## config.mk

```make
export PLATFORM = sky130hd
export DESIGN_NAME = pipe_hazard_ctrl
export DESIGN_NICKNAME = d
export VERILOG_FILES = /design/src/rtl/pipe_pkg.sv /design/src/rtl/sat_counter.sv /design/src/rtl/pipe_hazard_ctrl.sv
export SDC_FILE = /design/constraint.sdc
export NUM_CORES = 1
export LEC_CHECK = 0
export CAP_MARGIN = 20
export CELL_PAD_IN_SITES_DETAIL_PLACEMENT = 2
export CELL_PAD_IN_SITES_GLOBAL_PLACEMENT = 2
export CORE_UTILIZATION = 26
export CTS_CLUSTER_DIAMETER = 200
export DETAILED_ROUTE_END_ITERATION = 10
export PLACE_DENSITY_LB_ADDON = 0.2
export SLEW_MARGIN = 20
export SYNTH_ARGS = -nofsm -noshare
export SYNTH_HDL_FRONTEND = slang
export SYNTH_SLANG_ARGS = --single-unit
```

## constraint.sdc

```tcl
create_clock -name clock -period 1.9 [get_ports clock]
set_input_delay 0.38 -clock clock [delete_from_list [all_inputs] [get_ports clock]]
set_output_delay 0.38 -clock clock [all_outputs]
set_load 0.01 [all_outputs]
```

## src/rtl/pipe_pkg.sv

```systemverilog
// Shared definitions for the ID-stage hazard/sequencing controller.
package pipe_pkg;

    localparam int unsigned REG_W    = 5;
    localparam int unsigned MD_CNT_W = 8;

    localparam logic [1:0] ST_RUN  = 2'd0;
    localparam logic [1:0] ST_BUSY = 2'd1;
    localparam logic [1:0] ST_DONE = 2'd2;

    typedef enum logic [1:0] {
        StRun  = ST_RUN,
        StBusy = ST_BUSY,
        StDone = ST_DONE
    } md_state_e;

endpackage

```

## src/rtl/sat_counter.sv

```systemverilog
// Up-counter that sticks at all-ones instead of wrapping.
module sat_counter #(
    parameter int unsigned CNT_W = 16
) (
    input  logic             clock,
    input  logic             resetn,
    input  logic             inc,
    output logic [CNT_W-1:0] value
);

    logic [CNT_W-1:0] value_q, value_d;

    always_comb begin
        value_d = value_q;
        if (inc && (value_q != '1)) begin
            value_d = value_q + CNT_W'(1);
        end
    end

    always_ff @(posedge clock or negedge resetn) begin
        if (!resetn) begin
            value_q <= '0;
        end else begin
            value_q <= value_d;
        end
    end

    assign value = value_q;

endmodule

```

## src/rtl/pipe_hazard_ctrl.sv

```systemverilog
// ID-stage stall controller: load-use detection, mul/div sequencing and a
// saturating stall-cycle counter.
module pipe_hazard_ctrl
    import pipe_pkg::*;
#(
    parameter int unsigned MUL_LAT = 4,
    parameter int unsigned DIV_LAT = 32,
    parameter int unsigned CNT_W   = 16
) (
    input  logic             clock,
    input  logic             resetn,
    input  logic [REG_W-1:0] id_rs,
    input  logic [REG_W-1:0] id_rt,
    input  logic             id_use_rs,
    input  logic             id_use_rt,
    input  logic             id_md,
    input  logic             id_div,
    input  logic             id_hilo_rd,
    input  logic [REG_W-1:0] ern,
    input  logic             ewreg,
    input  logic             em2reg,
    output logic             wpcir,
    output logic             id_kill,
    output logic             md_start,
    output logic             md_busy,
    output logic             hilo_we,
    output logic [CNT_W-1:0] stall_cnt
);

    if (MUL_LAT < 2 || MUL_LAT > 255 || DIV_LAT < 2 || DIV_LAT > 255) begin : g_bad_lat
        $error("pipe_hazard_ctrl: MUL_LAT/DIV_LAT must lie in 2..255");
    end

    localparam logic [MD_CNT_W-1:0] MulLoad = MD_CNT_W'(MUL_LAT - 2);
    localparam logic [MD_CNT_W-1:0] DivLoad = MD_CNT_W'(DIV_LAT - 2);

    md_state_e           state_q, state_d;
    logic [MD_CNT_W-1:0] cnt_q, cnt_d;
    logic                md_busy_q, md_busy_d;
    logic                hilo_we_q, hilo_we_d;
    logic [MD_CNT_W-1:0] load;
    logic                lu, md_hz, stall;

    always_comb begin
        lu = ewreg & em2reg & (ern != '0) &
             ((id_use_rs & (ern == id_rs)) | (id_use_rt & (ern == id_rt)));
        md_hz    = (state_q != StRun) & (id_md | id_hilo_rd);
        stall    = lu | md_hz;
        wpcir    = ~stall;
        id_kill  = stall;
        md_start = (state_q == StRun) & id_md & ~lu;
        load     = id_div ? DivLoad : MulLoad;

        // cnt holds the BUSY cycles still to run, so DONE (hilo_we) lands at T+LAT-1.
        state_d = state_q;
        cnt_d   = cnt_q;
        unique case (state_q)
            StRun: begin
                if (md_start) begin
                    cnt_d   = load;
                    state_d = (load == '0) ? StDone : StBusy;
                end
            end
            StBusy: begin
                if (cnt_q <= MD_CNT_W'(1)) begin
                    state_d = StDone;
                end else begin
                    cnt_d = cnt_q - MD_CNT_W'(1);
                end
            end
            StDone:  state_d = StRun;
            default: state_d = StRun;
        endcase

        md_busy_d = (state_d != StRun);
        hilo_we_d = (state_d == StDone);
    end

    always_ff @(posedge clock or negedge resetn) begin
        if (!resetn) begin
            state_q   <= StRun;
            cnt_q     <= '0;
            md_busy_q <= 1'b0;
            hilo_we_q <= 1'b0;
        end else begin
            state_q   <= state_d;
            cnt_q     <= cnt_d;
            md_busy_q <= md_busy_d;
            hilo_we_q <= hilo_we_d;
        end
    end

    assign md_busy = md_busy_q;
    assign hilo_we = hilo_we_q;

    sat_counter #(
        .CNT_W (CNT_W)
    ) u_stall_cnt (
        .clock  (clock),
        .resetn (resetn),
        .inc    (stall),
        .value  (stall_cnt)
    );

endmodule

```

==> impl_results.md, run 1 <==
* Synth async-reset ratio at 100.0%
* Commonest cells after routing, fill and taps aside: 44 x buf_4, 28 x dfrtp_1, 25 x clkdlybuf4s50_1, 13 x nand2_1
* CTS tree: built
* Max IR drop VDD at 0.0004533 V
* Violated checks: negative setup slack
* Worst Clk Skew at 0.008920 ns
* Pwr Density at 728.8 nW/µm²
* Die width at 81.04 µm
* Fmax at 488.3 MHz
* Drc violations at 0
* Final nets at 287
* Most common cell type on the critical path: buf_6
* Clock Sinks at 28
* Crit path launch type: primary input
* Top cell type by total area after synthesis: dfrtp_1
* Post-route setup slack at -0.1478 ns
* Syn nets at 190
* Hold Worst Slack at 0.4689 ns
* First-pass GRT wire length at 9.453 mm
* Cell Chain, Critical Path: buf_6 > or3_4 > o311a_4 > a21boi_4 > buf_6 > buf_6
* HPWL Detailed at 4.383 mm
* Worst-path fanout max at 3
* Post-place setup slack at -1.042 ns
* Largest net degree at the start of global routing at 29
* Warnings, synthesis at 0
* Cell Rows at 28
* Required time worst endpoint at 1.52 ns
* Clock root buffer: clkbuf_8
* CP bufs+invs at 3
* Max-Slew Margin vs Limit at 74.57%
* Final core occ at 47.46%
* CTS Hold Buffers Added at 0
* Vias in the first global route at 1,824
* Most common cell after layout, fill and taps aside: buf_4
* GRT overflow at 0
* WL final at 6.154 mm
* Total CTS buffers at 3
* Area delta synth->final at 74.04%
* Unique masters post-synth at 48
* Max-cap violations at 0
* Post-synth top flop: dfrtp_1
* Mean Syn Cell Area at 9.964 µm²
* Slowest-stage cell, CP: or3_4
* Period Utilization, post-route at 107.8%
* Via Count at 1,630
* Family with the most delay on the worst path: compound AO/OA/AOI/OAI gates
* Clock Path Buffers at 2
* Result of the run: finished with violations
* Core area at 5956 µm²
* Worst skew pair latency at 0.29 ns
* FF+latch count, synth at 28
* DR WL/cell at 18.43 µm
* Slew @ Worst Pin at 0.3814 ns
* Worst Setup End Kind: output pin
* Final hold vios at 0
* Initial core utilization at 27.27%
* IO Count at 45
* Total GRT Usage at 19.43%
* Top-area cell type share of the netlist area at 43.14%
* Tmin final at 2.048 ns
* Leakage power at 1.295 nW
* Slew Limit Fails at 0
* RSZ-0062 raised after global routing: yes
* Clock slew at reported path FFs at 0.11 ns
* Kind of critical path: in -> out
* Die Span Y at 81.04 µm
* Crit path arrival time at 1.67 ns
* H-tree depth at 1
* Synth Cell Area at 1624 µm²
* CP peak stage delay at 0.38 ns
* Total Power at 0.002060 W
* Post-synth EDFFs at 0
* Number of port buffers at 44
* Die area at 6567 µm²
* Hold crit path type: in -> async
* Antenna Violating Nets Remaining at 0
* Initial DRT Pass Iterations at 3
* Synth top area cells: dfrtp_1 43%, xnor2_1 8.6%, nor3_1 3.4%
* 1st-iter DRT viols at 53
* Initial antenna violation count at 0
* Placer Congestion at 0.7879
* Final count of negative-setup-slack endpoints at 7
* Antenna diodes at 0
* DR vias/cell at 4.880
* Gate Count Post-Synth at 163
* Layout cells sized above 1 at 42.08%
* Sequential share of the synthesized area at 43.14%
## report_power, final
part	internal, W	total, W	leakage, nW	switching (W)
clock network	0.000283	0.000492	0.0357	0.000209
logic	0.000472	0.000811	0.909	0.000339
registers	0.000672	0.000758	0.350	0.0000858
## state kept, by name, indices dropped and copies added (netlist names)
signal,flops
state_q,2
hilo_we,1
md_busy,1
u_stall_cnt.value,16
cnt_q,8
## worst paths after layout
kind                                              startpoint                                end  slack [ns]  cells past startpoint
max                                                   ern[2]                              wpcir       -0.15                      6
min                                                   resetn  u_stall_cnt.value[12]$_DFFE_PN0P_        0.47                      2
max reg2reg                 u_stall_cnt.value[1]$_DFFE_PN0P_  u_stall_cnt.value[15]$_DFFE_PN0P_       -0.03                      9
min reg2reg                u_stall_cnt.value[14]$_DFFE_PN0P_  u_stall_cnt.value[14]$_DFFE_PN0P_        0.56                      1
max in group asynchronous                             resetn               cnt_q[4]$_DFFE_PN0P_        1.15                      2
min in group clock         u_stall_cnt.value[14]$_DFFE_PN0P_  u_stall_cnt.value[14]$_DFFE_PN0P_        0.56                      1
## synthesized netlist by cell type (2+ instances only)
cell type   n
clkbuf_1    2
o22ai_1     2
dfrtp_1    28
nand2b_1    2
nor2_1     11
nand2_1    13
a31oi_1     2
ha_1        3
or3_1       3
a21oi_1     5
nand4_1     5
o21ai_0     8
xnor2_1    16
inv_1       7
nand3_1     5
and3_2      2
xor2_1      5
nor3_1     11
o31ai_1     3
mux2_4      2
## cells by family (layout without fill, tap and decap cells)
| logic type | after synthesis | after routing | synth area share, % |
|---|---|---|---|
| multiplexers | 3 | 3 | 2.465 |
| adder cells (fa/ha/maj) | 3 | 3 | 2.311 |
| flip-flops | 28 | 28 | 43.14 |
| buffers and inverters | 12 | 108 | 3.467 |
| XOR/XNOR | 21 | 21 | 11.32 |
| AO/OA/AOI/OAI | 30 | 30 | 13.33 |
| AND/OR/NAND/NOR | 66 | 66 | 23.96 |
## metrics by stage
stage,TNS (ns),instances,area (µm²)
CTS,-0.4662,329,2655
global placement,-16.02,317,2427
detailed placement,-18.76,317,2427
floorplan,-0.6721,163,1627
global route,-1.313,334,2826
finish,-0.3792,334,2826
## layout make-up
type,count,area (µm²)
Fill cell,631,3129
Inverter,8,30.03
Tap cell,75,93.84
Multi-Input combinational cell,123,1086
Timing Repair Buffer,96,844.6
Clock buffer,3,41.29
Sequential cell,28,700.7
Clock inverter,1,30.03
## what timing repair did
item	4_1_cts	5_1_grt
resized for setup	61	40
setup endpoints to repair	29	18
endpoints found under the hold margin	0	0
setup buffers	8	6
pin swaps	21	18
## layer usage
| metal | wire length [µm] | part of all wire, % | GRT usage, % |
|---|---|---|---|
| met2 | 3541 | 58 | 38.32 |
| met1 | 2476 | 40 | 22.09 |
| met3 | 76 | 1.2 | 1.348 |
| met5 | 0 | 0 | 0 |
| met4 | 60 | 0.97 | 5.357 |
Note: power is estimated with default switching activity, not from simulation.
==> inputs of run 2 (changes only) <==
Settings changed: CORE_ASPECT_RATIO set to 1.4.
==> impl_results.md, run 2 (synthesis results as in run 1) <==
* Result of the run: finished with violations
* Violated checks: negative setup slack
* WL final at 6.400 mm (+4.0%)
* Crit path launch type: flop
* Die Span Y at 95.52 µm (+18%)
* Number of port buffers at 44 (unchanged)
* Combinational fraction of design power at 38.8% (-0.6 points)
* Worst Clk Skew at 0.002771 ns (-0.006149 ns)
* Worst r2r dst: cnt_q[5]$_DFFE_PN0P_
* FF-to-FF Start: cnt_q[3]$_DFFE_PN0P_
* R2R cell count at 6 (-3)
* Total CTS buffers at 3 (unchanged)
* Final hold vios at 0 (unchanged)
* Clock power frac at 23.5% (-0.4 points)
* Placed instance count at 314 (-0.95%)
* Die area at 6571 µm² (about the same)
* Clock root buffer: clkbuf_8
* Required time worst endpoint at 2.06 ns (+0.54 ns)
* Cell Rows at 33 (+18%)
* NetSw at 0.0006552 W (+3.4%)
* Die width at 68.80 µm (-15%)
* Hold crit path type: in -> async
* Clock slew at reported path FFs at 0.10 ns (about the same)
* Most common cell after layout, fill and taps aside: buf_4
* Worst R2R Setup Slack at -0.06 ns (-0.03 ns)
* Sw Share at 31.76% (+0.99 points)
* First-pass GRT wire length at 9.673 mm (+2.3%)
* Initial antenna violation count at 0 (unchanged)
* 1st-iter DRT viols at 32 (-40%)
* Total GRT Usage at 20.55% (+1.1 points)
* Clock Sinks at 28 (unchanged)
* RSZ-0062 raised after global routing: yes
* Layout cells sized above 1 at 43.87% (+1.8 points)
* Max-Slew Margin vs Limit at 73.59% (-0.98 points)
* Period Utilization, post-route at 103.0% (-4.8 points)
* Vias in the first global route at 1,851 (+1.5%)
* Fillers at 647 (+2.5%)
* Drc violations at 0 (unchanged)
* Hold Worst Slack at 0.4763 ns (+0.007394 ns)
* Area delta synth->final at 73.96% (about the same)
* Fmax at 511.1 MHz (+4.7%)
* Antenna diodes at 0 (unchanged)
* Crit path arrival time at 2.12 ns (+0.45 ns)
* H-tree depth at 1 (unchanged)
* Register share of total power at 37.6% (+0.8 points)
* CP peak stage delay at 0.54 ns (+0.16 ns)
* Int Power at 0.001408 W (-1.3%)
* Max IR drop VDD at 0.0002725 V (-40%)
* Post-place setup slack at -0.9809 ns (+0.06141 ns)
* Slowest-stage cell, CP: or4_4
* Final nets at 281 (-2.1%)
* GRT overflow at 0 (unchanged)
* Core area at 5946 µm² (-0.17%)
* Largest net degree at the start of global routing at 29 (unchanged)
* Layout Cells excl Fill at 323 (-3.3%)
* IO Count at 45 (unchanged)
* Final count of negative-setup-slack endpoints at 6 (-1)
* HPWL Detailed at 4.920 mm (+12%)
* Commonest cells after routing, fill and taps aside: 42 x buf_4, 27 x dfrtp_1, 26 x clkdlybuf4s50_1, 13 x nand2_1
* Pwr Density at 730.2 nW/µm² (+0.19%)
* Slew Limit Fails at 0 (unchanged)
* DR vias/cell at 4.963 (+1.7%)
* Via Count at 1,603 (-1.7%)
* Worst Setup End Kind: flop
* Tmin final at 1.957 ns (-0.09125 ns)
* Cell Chain, Critical Path: or3_4 > or4_4 > nand2_8 > nor3_4 > a31oi_1 > o21ai_1
* Max-cap violations at 0 (unchanged)
* Worst-path fanout max at 7 (+4)
* Clock Path Buffers at 2 (unchanged)
* Initial core utilization at 27.31% (+0.046 points)
* DR WL/cell at 19.81 µm (+7.5%)
* Post-route setup slack at -0.05652 ns (+0.09125 ns)
* Worst skew pair latency at 0.28 ns (about the same)
* Total Power at 0.002063 W (+0.14%)
* Placer Congestion at 0.7763 (-1.5%)
* CTS tree: built
* Leakage power at 1.283 nW (-0.92%)
* Setup TNS at -0.2084 ns (+0.1707 ns)
* Slew @ Worst Pin at 0.3961 ns (+0.01469 ns)
* Initial DRT Pass Iterations at 4 (+1)
* Max FFs per register at 16 (unchanged)
* Kind of critical path: reg -> reg
* Antenna Violating Nets Remaining at 0 (unchanged)
[run 2: layer usage]
metal | part of all wire (%) | global-route usage, % | vias to the layer above | routed length (µm)
met5 | 0 | 0 | - | 0
met4 | 0.91 | 5.102 | 0 | 58
met3 | 1.3 | 1.435 | 4 | 86
met2 | 63 | 43.87 | 21 | 4015
met1 | 35 | 19.69 | 816 | 2239
li1 | - | - | 762 | -
[run 2: critical path: cells and delay by family (launching register included)]
kind            cells  cell delay [ns]
flops               1             0.40
simple gates        4             1.11
compound gates      2             0.31
[run 2: metrics by stage]
step	instance area, µm²	util (%)
after global placement	2436	40.97
after CTS	2620	44.07
final	2825	47.52
after global routing	2825	47.52
after detailed placement	2436	40.97
after floorplan	1627	-
[run 2: worst max-delay path by stage]
stage / start / endpoint / cells past startpoint
after detailed placement: ern[1] / md_start / 6
after global routing: u_stall_cnt.value[1]$_DFFE_PN0P_ / u_stall_cnt.value[8]$_DFFE_PN0P_ / 8
after global placement: ern[1] / md_start / 6
after floorplan: u_stall_cnt.value[0]$_DFFE_PN0P_ / u_stall_cnt.value[1]$_DFFE_PN0P_ / 7
final: cnt_q[3]$_DFFE_PN0P_ / cnt_q[5]$_DFFE_PN0P_ / 6
after CTS: ern[2] / id_kill / 6
[run 2: power groups by stage]
stage / Clock [W] / Combinational [W] / Sequential (W)
global placement: 0 / 0.000625 / 0.000755
global route: 0.000514 / 0.000857 / 0.000789
floorplan: 0 / 0.000191 / 0.000805
finish: 0.000485 / 0.000801 / 0.000777
detailed placement: 0 / 0.000666 / 0.000767
CTS: 0.000511 / 0.000720 / 0.000772
[run 2: layout make-up]
class                      instances  area, µm²  share of cell area [%]
clock buffer                       3      41.29                   1.461
clock inverter                     1      30.03                   1.063
inverter                           8      30.03                   1.063
multi-input combinational        123       1147                   40.61
sequential                        28      701.9                   24.84
tap                               70      87.58                   3.100
timing repair buffer              90      787.0                   27.86
[run 2: repair_timing]
action / 4_1_cts / 5_1_grt
setup buffers: 4 / 2
gates resized for setup: 64 / 40
hold buffers: 0 / 0
endpoints found under the setup margin: 27 / 20
gates cloned: 0 / 0
pin swaps: 20 / 18
==> inputs of run 3 (changes only) <==
Settings changed: CORE_ASPECT_RATIO 1.4 to 2, SETUP_SLACK_MARGIN set to 0.02.
==> impl_results.md, run 3 (synthesis results as in run 1) <==
* DR vias/cell at 5.134 (+3.5%)
* Initial DRT Pass Iterations at 8 (+4)
* Slew @ Worst Pin at 0.4757 ns (+0.07959 ns)
* Cell Rows at 40 (+21%)
* CTS tree: built
* Met2 routed wirelength at 3.888 mm (-3.2%)
* Max-cap violations at 0 (unchanged)
* Slowest-stage cell, CP: dfrtp_1
* Clock Sinks at 28 (unchanged)
* Sw Share at 30.05% (-1.7 points)
* Worst skew pair latency at 0.27 ns (about the same)
* Max IR drop VDD at 0.0003946 V (+45%)
* Pwr Density at 763.1 nW/µm² (+4.5%)
* Setup TNS at -0.3187 ns (-0.1103 ns)
* NetSw at 0.0006543 W (-0.14%)
* Clock Path Buffers at 2 (unchanged)
* Area delta synth->final at 75.73%
* Post-route setup slack at -0.07424 ns (-0.01772 ns)
* Hold crit path type: in -> async
* Crit path arrival time at 2.13 ns (about the same)
* Worst Clk Skew at 0.008282 ns (+0.005511 ns)
* R2R cell count at 7 (+1)
* Die area at 6586 µm² (+0.22%)
* Clock slew at reported path FFs at 0.07 ns (-0.03 ns)
* 1st-iter DRT viols at 32 (unchanged)
* Total CTS buffers at 3 (unchanged)
* Clock power frac at 29.2% (+5.7 points)
* Total Power at 0.002178 W (+5.6%)
* IO Count at 45 (unchanged)
* Max-Slew Margin vs Limit at 68.22% (-5.4 points)
* Tmin final at 1.974 ns (+0.01772 ns)
* Layout cells sized above 1 at 42.80% (-1.1 points)
* Worst Setup End Kind: flop
* DR WL/cell at 19.81 µm (about the same)
* CTS Hold Buffers Added at 0 (unchanged)
* Register share of total power at 35.6% (-2.0 points)
* Combinational fraction of design power at 35.2% (-3.6 points)
* Top sig layer: met4
* First-pass GRT wire length at 9.880 mm (+2.1%)
* WL final at 6.340 mm (-0.94%)
* Int Power at 0.001523 W (+8.2%)
* Required time worst endpoint at 2.05 ns (about the same)
* Via Count at 1,643 (+2.5%)
* Antenna diodes at 0 (unchanged)
* CP peak stage delay at 0.52 ns (-0.02 ns)
* WL met3 at 200 µm (+130%)
* Die Span Y at 113.8 µm (+19%)
* H-tree depth at 1 (unchanged)
* Fillers at 632 (-2.3%)
* HPWL Detailed at 4.819 mm (-2.1%)
* Hold Worst Slack at 0.5132 ns (+0.03691 ns)
* Number of port buffers at 44 (unchanged)
* Result of the run: finished with violations
* Family with the most delay on the worst path: flip-flops
* Violated checks: design-rule violations, negative setup slack
* Post-place setup slack at -0.9520 ns (+0.02890 ns)
* Worst r2r dst: u_stall_cnt.value[1]$_DFFE_PN0P_
* Cell Chain, Critical Path: nand3_1 > nor4_1 > buf_4 > nor2_2 > a31oi_4 > buf_6 > mux2_4
* Total GRT Usage at 20.13% (-0.42 points)
* Drc violations at 3 (+3)
* Worst-path fanout max at 5 (-2)
* Most common cell after layout, fill and taps aside: buf_4
* Crit path launch type: flop
* Final nets at 285 (+1.4%)
* CP bufs+invs at 2 (+2)
* Slew Limit Fails at 0 (unchanged)
* M1 WL at 2.125 mm (-5.1%)
* RSZ-0062 raised after global routing: yes
* FF-to-FF Start: u_stall_cnt.value[3]$_DFFE_PN0P_
* Vias in the first global route at 1,941 (+4.9%)
* Max FFs per register at 16 (unchanged)
* Core area at 6006 µm² (+1.0%)
* Clock root buffer: clkbuf_16
* Leakage power at 1.296 nW (+1.0%)
* GRT overflow at 0 (unchanged)
* Commonest cells after routing, fill and taps aside: 44 x buf_4, 28 x dfrtp_1, 25 x clkdlybuf4s50_1, 12 x nand2_1, 11 x xnor2_1
* Final hold vios at 0 (unchanged)
* Period Utilization, post-route at 103.9% (+0.93 points)
* Kind of critical path: reg -> reg
* Multi-input gate area at 1114 µm² (-2.9%)
* Initial antenna violation count at 0 (unchanged)
* Die width at 57.89 µm (-16%)
* Final count of negative-setup-slack endpoints at 9 (+3)
* Worst R2R Setup Slack at -0.07 ns (-0.02 ns)
* Largest net degree at the start of global routing at 29 (unchanged)
* Sequential cell area at 700.7 µm² (-0.18%)
* Fmax at 506.5 MHz (-0.90%)
* Antenna Violating Nets Remaining at 0 (unchanged)
* Initial core utilization at 27.04% (-0.27 points)
* Placer Congestion at 0.8418 (+8.4%)
## run 3: cell types whose count changed in the layout (fill, tap and decap cells not counted), moves of 2 or more
cell,before,now
xnor2_2,8,5
nand3_2,2,0
nor2_4,1,3
buf_4,42,44
a21oi_2,3,1
xnor2_1,8,11
clkbuf_8,3,0
clkbuf_16,0,3
## run 3: metal layers
metal	track usage [%]	vias up
met2	42.84	40
met3	2.041	9
met1	18.42	823
met4	6.032	0
met5	0	-
li1	-	771
## run 3: layout make-up
type                       count  share of cell area (%)
inverter                       8                   1.140
sequential                    28                   24.55
clock inverter                 1                   1.052
clock buffer                   3                   2.630
tap                           63                   2.762
multi-input combinational    123                   39.02
timing repair buffer          94                   28.85
## run 3: power groups by stage
| stage | clock network (W) | logic, W | registers, W |
|---|---|---|---|
| after global placement | 0 | 0.000627 | 0.000759 |
| after floorplan | 0 | 0.000191 | 0.000805 |
| final | 0.000637 | 0.000766 | 0.000775 |
| after CTS | 0.000654 | 0.000712 | 0.000762 |
| after detailed placement | 0 | 0.000663 | 0.000768 |
| after global routing | 0.000668 | 0.000823 | 0.000783 |
## run 3: worst max-delay path by stage
stage / end / cells past startpoint / start
2_1_floorplan: u_stall_cnt.value[1]$_DFFE_PN0P_ / 7 / u_stall_cnt.value[0]$_DFFE_PN0P_
4_1_cts: md_start / 6 / ern[1]
6_report: u_stall_cnt.value[1]$_DFFE_PN0P_ / 7 / u_stall_cnt.value[3]$_DFFE_PN0P_
5_1_grt: u_stall_cnt.value[1]$_DFFE_PN0P_ / 7 / u_stall_cnt.value[3]$_DFFE_PN0P_
3_3_place_gp: md_start / 6 / ern[0]
3_5_place_dp: md_start / 6 / ern[0]
## run 3: stage by stage
stage               util, %  cells  instance area (µm²)
floorplan                 -    163                 1627
global placement      40.92    311                 2457
detailed placement    40.92    311                 2457
CTS                   44.58    320                 2678
global route          47.52    320                 2854
finish                47.52    320                 2854
## run 3: repair_timing
item | 4_1_cts | 5_1_grt
endpoints found under the setup margin | 28 | 22
pin swaps | 20 | 24
resized for setup | 59 | 44
buffers inserted | 5 | 2
cloned | 0 | 0
